$ cat src/rtl/pipeline_control.sv
// Sequencing control for the LC-3b pipelined datapath. It drives the stage-buffer load enables,
// tracks per-stage valid bits, resolves stalls, hazards and flushes, and counts lost cycles.
module pipeline_control #(
    parameter int unsigned COUNT_WIDTH = 16
) (
    input  logic                   clk,
    input  logic                   reset,
    input  logic                   imem_resp,
    input  logic [2:0]             id_src1,
    input  logic [2:0]             id_src2,
    input  logic                   id_uses_src1,
    input  logic                   id_uses_src2,
    input  logic [2:0]             ex_dest,
    input  logic                   ex_is_load,
    input  logic                   mem_is_mem,
    input  logic                   mem_indirect,
    input  logic                   mem_br_taken,
    input  logic                   dmem_resp,
    output logic                   dmem_stb,
    output logic                   dmem_phase,
    output logic                   load_pc,
    output logic                   load_if_id,
    output logic                   load_id_ex,
    output logic                   load_ex_mem,
    output logic                   load_mem_wb,
    output logic                   valid_id,
    output logic                   valid_ex,
    output logic                   valid_mem,
    output logic                   valid_wb,
    output logic [COUNT_WIDTH-1:0] stall_count
);

    typedef enum logic {StFirst, StSecond} mem_state_e;

    mem_state_e state_q, state_d;
    logic valid_id_q, valid_id_d;
    logic valid_ex_q, valid_ex_d;
    logic valid_mem_q, valid_mem_d;
    logic valid_wb_q, valid_wb_d;
    logic [COUNT_WIDTH-1:0] count_q, count_d;

    logic mem_req, mem_done, mem_stall;
    logic src1_match, src2_match, hazard, flush, if_stall;
    logic ld_pc, ld_if_id, ld_id_ex, ld_ex_mem;

    always_comb begin
        mem_req    = valid_mem_q & mem_is_mem;
        mem_done   = dmem_resp & ((state_q == StSecond) | ~mem_indirect);
        mem_stall  = mem_req & ~mem_done;
        src1_match = id_uses_src1 & (id_src1 == ex_dest);
        src2_match = id_uses_src2 & (id_src2 == ex_dest);
        hazard     = valid_id_q & valid_ex_q & ex_is_load & (src1_match | src2_match);
        // A branch waiting on its own memory access must not redirect fetch yet.
        flush      = valid_mem_q & mem_br_taken & ~mem_stall;
        if_stall   = ~imem_resp;
    end

    always_comb begin
        state_d = state_q;
        case (state_q)
            StFirst: begin
                if (mem_req & dmem_resp & mem_indirect) begin
                    state_d = StSecond;
                end
            end
            StSecond: begin
                if (mem_req & dmem_resp) begin
                    state_d = StFirst;
                end
            end
            default: state_d = StFirst;
        endcase
    end

    always_comb begin
        ld_pc       = 1'b1;
        ld_if_id    = 1'b1;
        ld_id_ex    = 1'b1;
        ld_ex_mem   = 1'b1;
        valid_id_d  = 1'b1;
        valid_ex_d  = valid_id_q;
        valid_mem_d = valid_ex_q;
        valid_wb_d  = valid_mem_q;
        if (mem_stall) begin
            // Freeze everything up to MEM; WB gets a bubble so writeback happens once.
            ld_pc       = 1'b0;
            ld_if_id    = 1'b0;
            ld_id_ex    = 1'b0;
            ld_ex_mem   = 1'b0;
            valid_id_d  = valid_id_q;
            valid_ex_d  = valid_ex_q;
            valid_mem_d = valid_mem_q;
            valid_wb_d  = 1'b0;
        end else if (flush) begin
            valid_id_d  = 1'b0;
            valid_ex_d  = 1'b0;
            valid_mem_d = 1'b0;
            valid_wb_d  = 1'b1;
        end else if (hazard) begin
            ld_pc      = 1'b0;
            ld_if_id   = 1'b0;
            valid_id_d = valid_id_q;
            valid_ex_d = 1'b0;
        end else if (if_stall) begin
            ld_pc      = 1'b0;
            valid_id_d = 1'b0;
        end
    end

    always_comb begin
        count_d = count_q;
        if ((mem_stall | hazard | if_stall) && (count_q != {COUNT_WIDTH{1'b1}})) begin
            count_d = count_q + COUNT_WIDTH'(1);
        end
    end

    always_ff @(posedge clk) begin
        if (reset) begin
            state_q     <= StFirst;
            valid_id_q  <= 1'b0;
            valid_ex_q  <= 1'b0;
            valid_mem_q <= 1'b0;
            valid_wb_q  <= 1'b0;
            count_q     <= '0;
        end else begin
            state_q     <= state_d;
            valid_id_q  <= valid_id_d;
            valid_ex_q  <= valid_ex_d;
            valid_mem_q <= valid_mem_d;
            valid_wb_q  <= valid_wb_d;
            count_q     <= count_d;
        end
    end

    assign dmem_stb    = mem_req & ~reset;
    assign dmem_phase  = (state_q == StSecond);
    assign load_pc     = ld_pc & ~reset;
    assign load_if_id  = ld_if_id & ~reset;
    assign load_id_ex  = ld_id_ex & ~reset;
    assign load_ex_mem = ld_ex_mem & ~reset;
    assign load_mem_wb = ~reset;
    assign valid_id    = valid_id_q;
    assign valid_ex    = valid_ex_q;
    assign valid_mem   = valid_mem_q;
    assign valid_wb    = valid_wb_q;
    assign stall_count = count_q;

endmodule

$ cat config.mk
export PLATFORM = sky130hd
export DESIGN_NAME = pipeline_control
export DESIGN_NICKNAME = d
export VERILOG_FILES = /design/src/rtl/pipeline_control.sv
export SDC_FILE = /design/constraint.sdc
export NUM_CORES = 1
export LEC_CHECK = 0
export CORE_MARGIN = 3
export CORE_UTILIZATION = 42
export CTS_BUF_LIST = sky130_fd_sc_hd__clkbuf_16
export CTS_CLUSTER_DIAMETER = 50
export DETAILED_ROUTE_END_ITERATION = 6
export MAX_ROUTING_LAYER = met4
export PLACE_DENSITY_LB_ADDON = 0.08
export RECOVER_POWER = 100
export SETUP_SLACK_MARGIN = 0.1
export SLEW_MARGIN = 0
export SYNTH_ARGS = -nofsm -noshare
export SYNTH_HDL_FRONTEND = slang
export SYNTH_SLANG_ARGS = --single-unit
$ cat constraint.sdc
create_clock -name clk -period 2.2 [get_ports clk]
set_clock_uncertainty 0.2 [all_clocks]
set_input_delay 0.22 -clock clk [delete_from_list [all_inputs] [get_ports clk]]
set_output_delay 0.22 -clock clk [all_outputs]
set_load 0.1 [all_outputs]
==> reports/results.tsv <==
stage	metric	value	unit
status	status	finished clean	
placed_design	place_ws	-0.2251	ns
logic_synthesis	syn_inst	135	
logic_synthesis	synth_xor_area_share	7.159	%
logic_synthesis	synth_top_area_share	38.18	%
clock_tree	cts_buffers	3	
power_and_ir_drop	seqPwrFrac	38.2	%
global_routing	antenna_found_initial	0	
route	vias	1244	
power_and_ir_drop	internal_power	0.7046	mW
power_and_ir_drop	ir_worst_vdd	0.0004028	V
job	drv_cap	0	
route	remaining_drc_errors	0	
logic_synthesis	syn-num-nets	155	
global_routing	grt_pass1_wl	5347	um
power_and_ir_drop	comb_power_share	23.2	%
timing	final-hold-violation-count	0	
timing	maxSlewHeadroom	21.82	%
power_and_ir_drop	swShare	30.94	%
global_routing	grtUsageTotal	21.01	%
route	detail_route.iter0.violations	25	
logic_synthesis	synthAdderAreaFrac	1.136	%
timing	worst_slack	0.1069	ns
worst_setup_path	crit_required	1.78	ns
route	post_drt_wl_per_cell	15.29	um
logic_synthesis	synth_compound_area_share	19.66	%
timing	rsz0062_at_grt	no	
power_and_ir_drop	report.power.total	1.020	mW
route	antenna_left	0	
timing	fmax	477.8	MHz
die	core_region_area	2340	um2
logic_synthesis	muxShareOfSynthArea	0.9091	%
cells_and_area	nNetsFinal	212	
worst_setup_path	slowest_stage	dlygate4sd3_1	
worst_setup_path	cp_common_cell	a21oi_4	
placed_design	place_inst	213	
cells_and_area	area_growth	62.61	%
placed_design	finalWeightedCongestion	0.7714	
timing	fin_crit_sh	95.14	%
timing	worstMarginPinSlew	1.178	ns
power_and_ir_drop	pwr-share-clk	38.6	%
clock_tree	htreeDepth	1	
die	ios	46	
timing	final_max_slew_viol_count	0	
die	die_area	3272	um2
cells_and_area	drive_gt1_share	36.13	%
logic_synthesis	synth-simple-area-share	28.52	%
route	drt-pass1-iter-count	4	
worst_setup_path	crit_path_max_fanout	5	
global_routing	globalRoute.totalOverflow	0	
clock_tree	clk_pin_slew	0.06	ns
placed_design	portBuffers	45	
logic_synthesis	avgSynthCellArea	8.156	um2
clock_tree	clk_latency	0.25	ns
timing	setup-tns-final	0	ns
worst_setup_path	crit_path_end_kind	output pin	
logic_synthesis	yosys_warnings	0	
route	routed_wl	3349	um
global_routing	first_global_vias	1224	
logic_synthesis	synth_area	1101	um2
route	vias_per_cell	5.680	
cells_and_area	stdcell_count	219	
worst_hold_path	min_path_type	reg2reg	
die	start_util	47.06	%
die	die_x	57.20	um
timing	setup_viol	0	
timing	fin_crit	2.093	ns
worst_setup_path	cpLargestDelayFamily	buffers and inverters	
logic_synthesis	ys_ff_latch	21	
power_and_ir_drop	p_per_area	569.8	nW/um2
power_and_ir_drop	p_leak	0.6884	nW
worst_setup_path	worstSetupPathType	in2out	
logic_synthesis	ys_seq_area_share	38.18	%
die	die_h	57.20	um
placed_design	place_hpwl	2354	um
clock_tree	tritoncts	yes	
clock_tree	root_buffer	clkbuf_16	
logic_synthesis	synth_largest_area_cell	dfxtp_1	
worst_setup_path	path_buf_inv	3	
global_routing	grt_max_degree	18	
die	row_count	17	
clock_tree	clock_sinks	21	
power_and_ir_drop	p_switching	0.3156	mW
worst_setup_path	cp-start-kind	input pin	
logic_synthesis	synthTopCellsByArea	dfxtp_1, a21oi_1, xnor2_1, nand2_1, or4_1	
cells_and_area	antenna_cells	0	
clock_tree	clk_path_buf_depth	2	
logic_synthesis	post_synth_num_cell_types	32	
worst_setup_path	cp_cell_sequence	dlygate4sd3_1 -> a21oi_4 -> buf_4 -> or2_4 -> a21oi_4 -> buf_12	
worst_setup_path	critPathMaxStageDelay	0.61	ns
cells_and_area	fillers	171	
logic_synthesis	synth_top_family_by_area	simple AND/OR/NAND/NOR gates	
worst_setup_path	cp.arrival	1.67	ns
==> power by group through the flow <==
stage	combinational [mW]	clock, mW	sequential [mW]
2_1_floorplan	0.102	0	0.453
3_3_place_gp	0.239	0	0.398
3_5_place_dp	0.245	0	0.399
4_1_cts	0.246	0.404	0.390
5_1_grt	0.247	0.418	0.391
6_report	0.236	0.394	0.390
==> placed cells by master (no fill, tap or decap), types with 5 or more instances in the layout <==
cell type        count
o31ai_1              5
nand3_1              7
buf_4               10
clkbuf_2            14
nor2_1              11
o21ai_0              5
dfxtp_4             12
clkdlybuf4s50_1      8
a21oi_1             14
dlygate4sd2_1        6
nand2_1             13
nand4_1              5
xnor2_1              6
clkbuf_1             9
or4_1                7
dfxtp_2              8
==> state kept, by name, summed over array words and instances (netlist names) <==
name and count:
dmem_phase 1, stall_count 16, valid_ex 1, valid_id 1, valid_mem 1, valid_wb 1
==> through the flow <==
| stage | util, % | hold slack, ns | instance area [um2] |
|---|---|---|---|
| after floorplan | - | 0.1813 | 1235 |
| after global placement | 75.08 | 0.2688 | 1757 |
| after detailed placement | 75.08 | 0.2781 | 1757 |
| after CTS | 79.89 | 0.2869 | 1869 |
| after global routing | 76.52 | 0.3074 | 1790 |
| final | 76.52 | 0.2865 | 1790 |
==> worst min-delay path, delay by kind of cell (launching register included) <==
family	cells	cell delay, ns
flops	1	0.33
compound gates	2	0.11
==> final cells by class <==
type / instances / area, um2 / share of cell area [%]
multi-input cells: 105 / 716.9 / 40.04
flip-flops and latches: 21 / 475.5 / 26.55
repair buffers: 57 / 461.7 / 25.79
clock buffers: 3 / 75.07 / 4.193
well taps: 28 / 35.03 / 1.957
inverters: 4 / 18.77 / 1.048
clock inverters: 1 / 7.507 / 0.4193
==> synth_stat cells <==
library cell  number
nand3_1            7
nand4_1            5
mux2i_1            1
and2_1             2
or4_1              7
and3_1             1
o21ai_0            5
a21oi_4            1
xor2_1             2
nand2b_1           3
clkbuf_1           1
buf_4              2
a21oi_2            1
o31ai_1            5
buf_1              1
nor3b_1            1
buf_6              1
nor2_1            12
a21oi_1           16
dfxtp_1           21
or2_2              2
o2111ai_1          1
a31o_2             1
nor3_1             1
o21ai_2            1
or3_1              4
ha_1               1
inv_1              4
xnor2_1            7
or4b_1             1
nand2_1           14
o211ai_1           3
==> cells by family (layout without fill, tap and decap cells) <==
| family | after synthesis | in the layout |
|---|---|---|
| flops | 21 | 21 |
| buf+inv | 9 | 65 |
| xor+xnor | 9 | 9 |
| simple gates | 60 | 60 |
| compound gates | 34 | 34 |
| fa+ha+maj | 1 | 1 |
| mux | 1 | 1 |
==> routing by layer <==
metal  part of all wire (%)  up-vias  global-route usage, %
met5                      0        -                      -
met4                    2.0        0                  6.954
met3                    5.3       10                  2.489
met2                     51       47                  36.22
met1                     42      579                  25.31
li1                       -      608                      -
==> what timing repair did <==
item,in CTS,in global routing
pin swaps,4,6
hold buffers,0,0
setup buffers,2,0
endpoints found under the setup margin,11,11
gates resized for setup,10,4
==> worst paths after layout <==
kind / from / to / slack, ns / cells past startpoint
max: dmem_resp / load_if_id / 0.11 / 6
min: stall_count[11]$_SDFFE_PP0P_ / stall_count[11]$_SDFFE_PP0P_ / 0.29 / 2
max reg2reg: stall_count[0]$_SDFFE_PP0P_ / stall_count[1]$_SDFFE_PP0P_ / 0.14 / 8
min reg2reg: stall_count[11]$_SDFFE_PP0P_ / stall_count[11]$_SDFFE_PP0P_ / 0.29 / 2
Power figures use the tool's default switching activity.
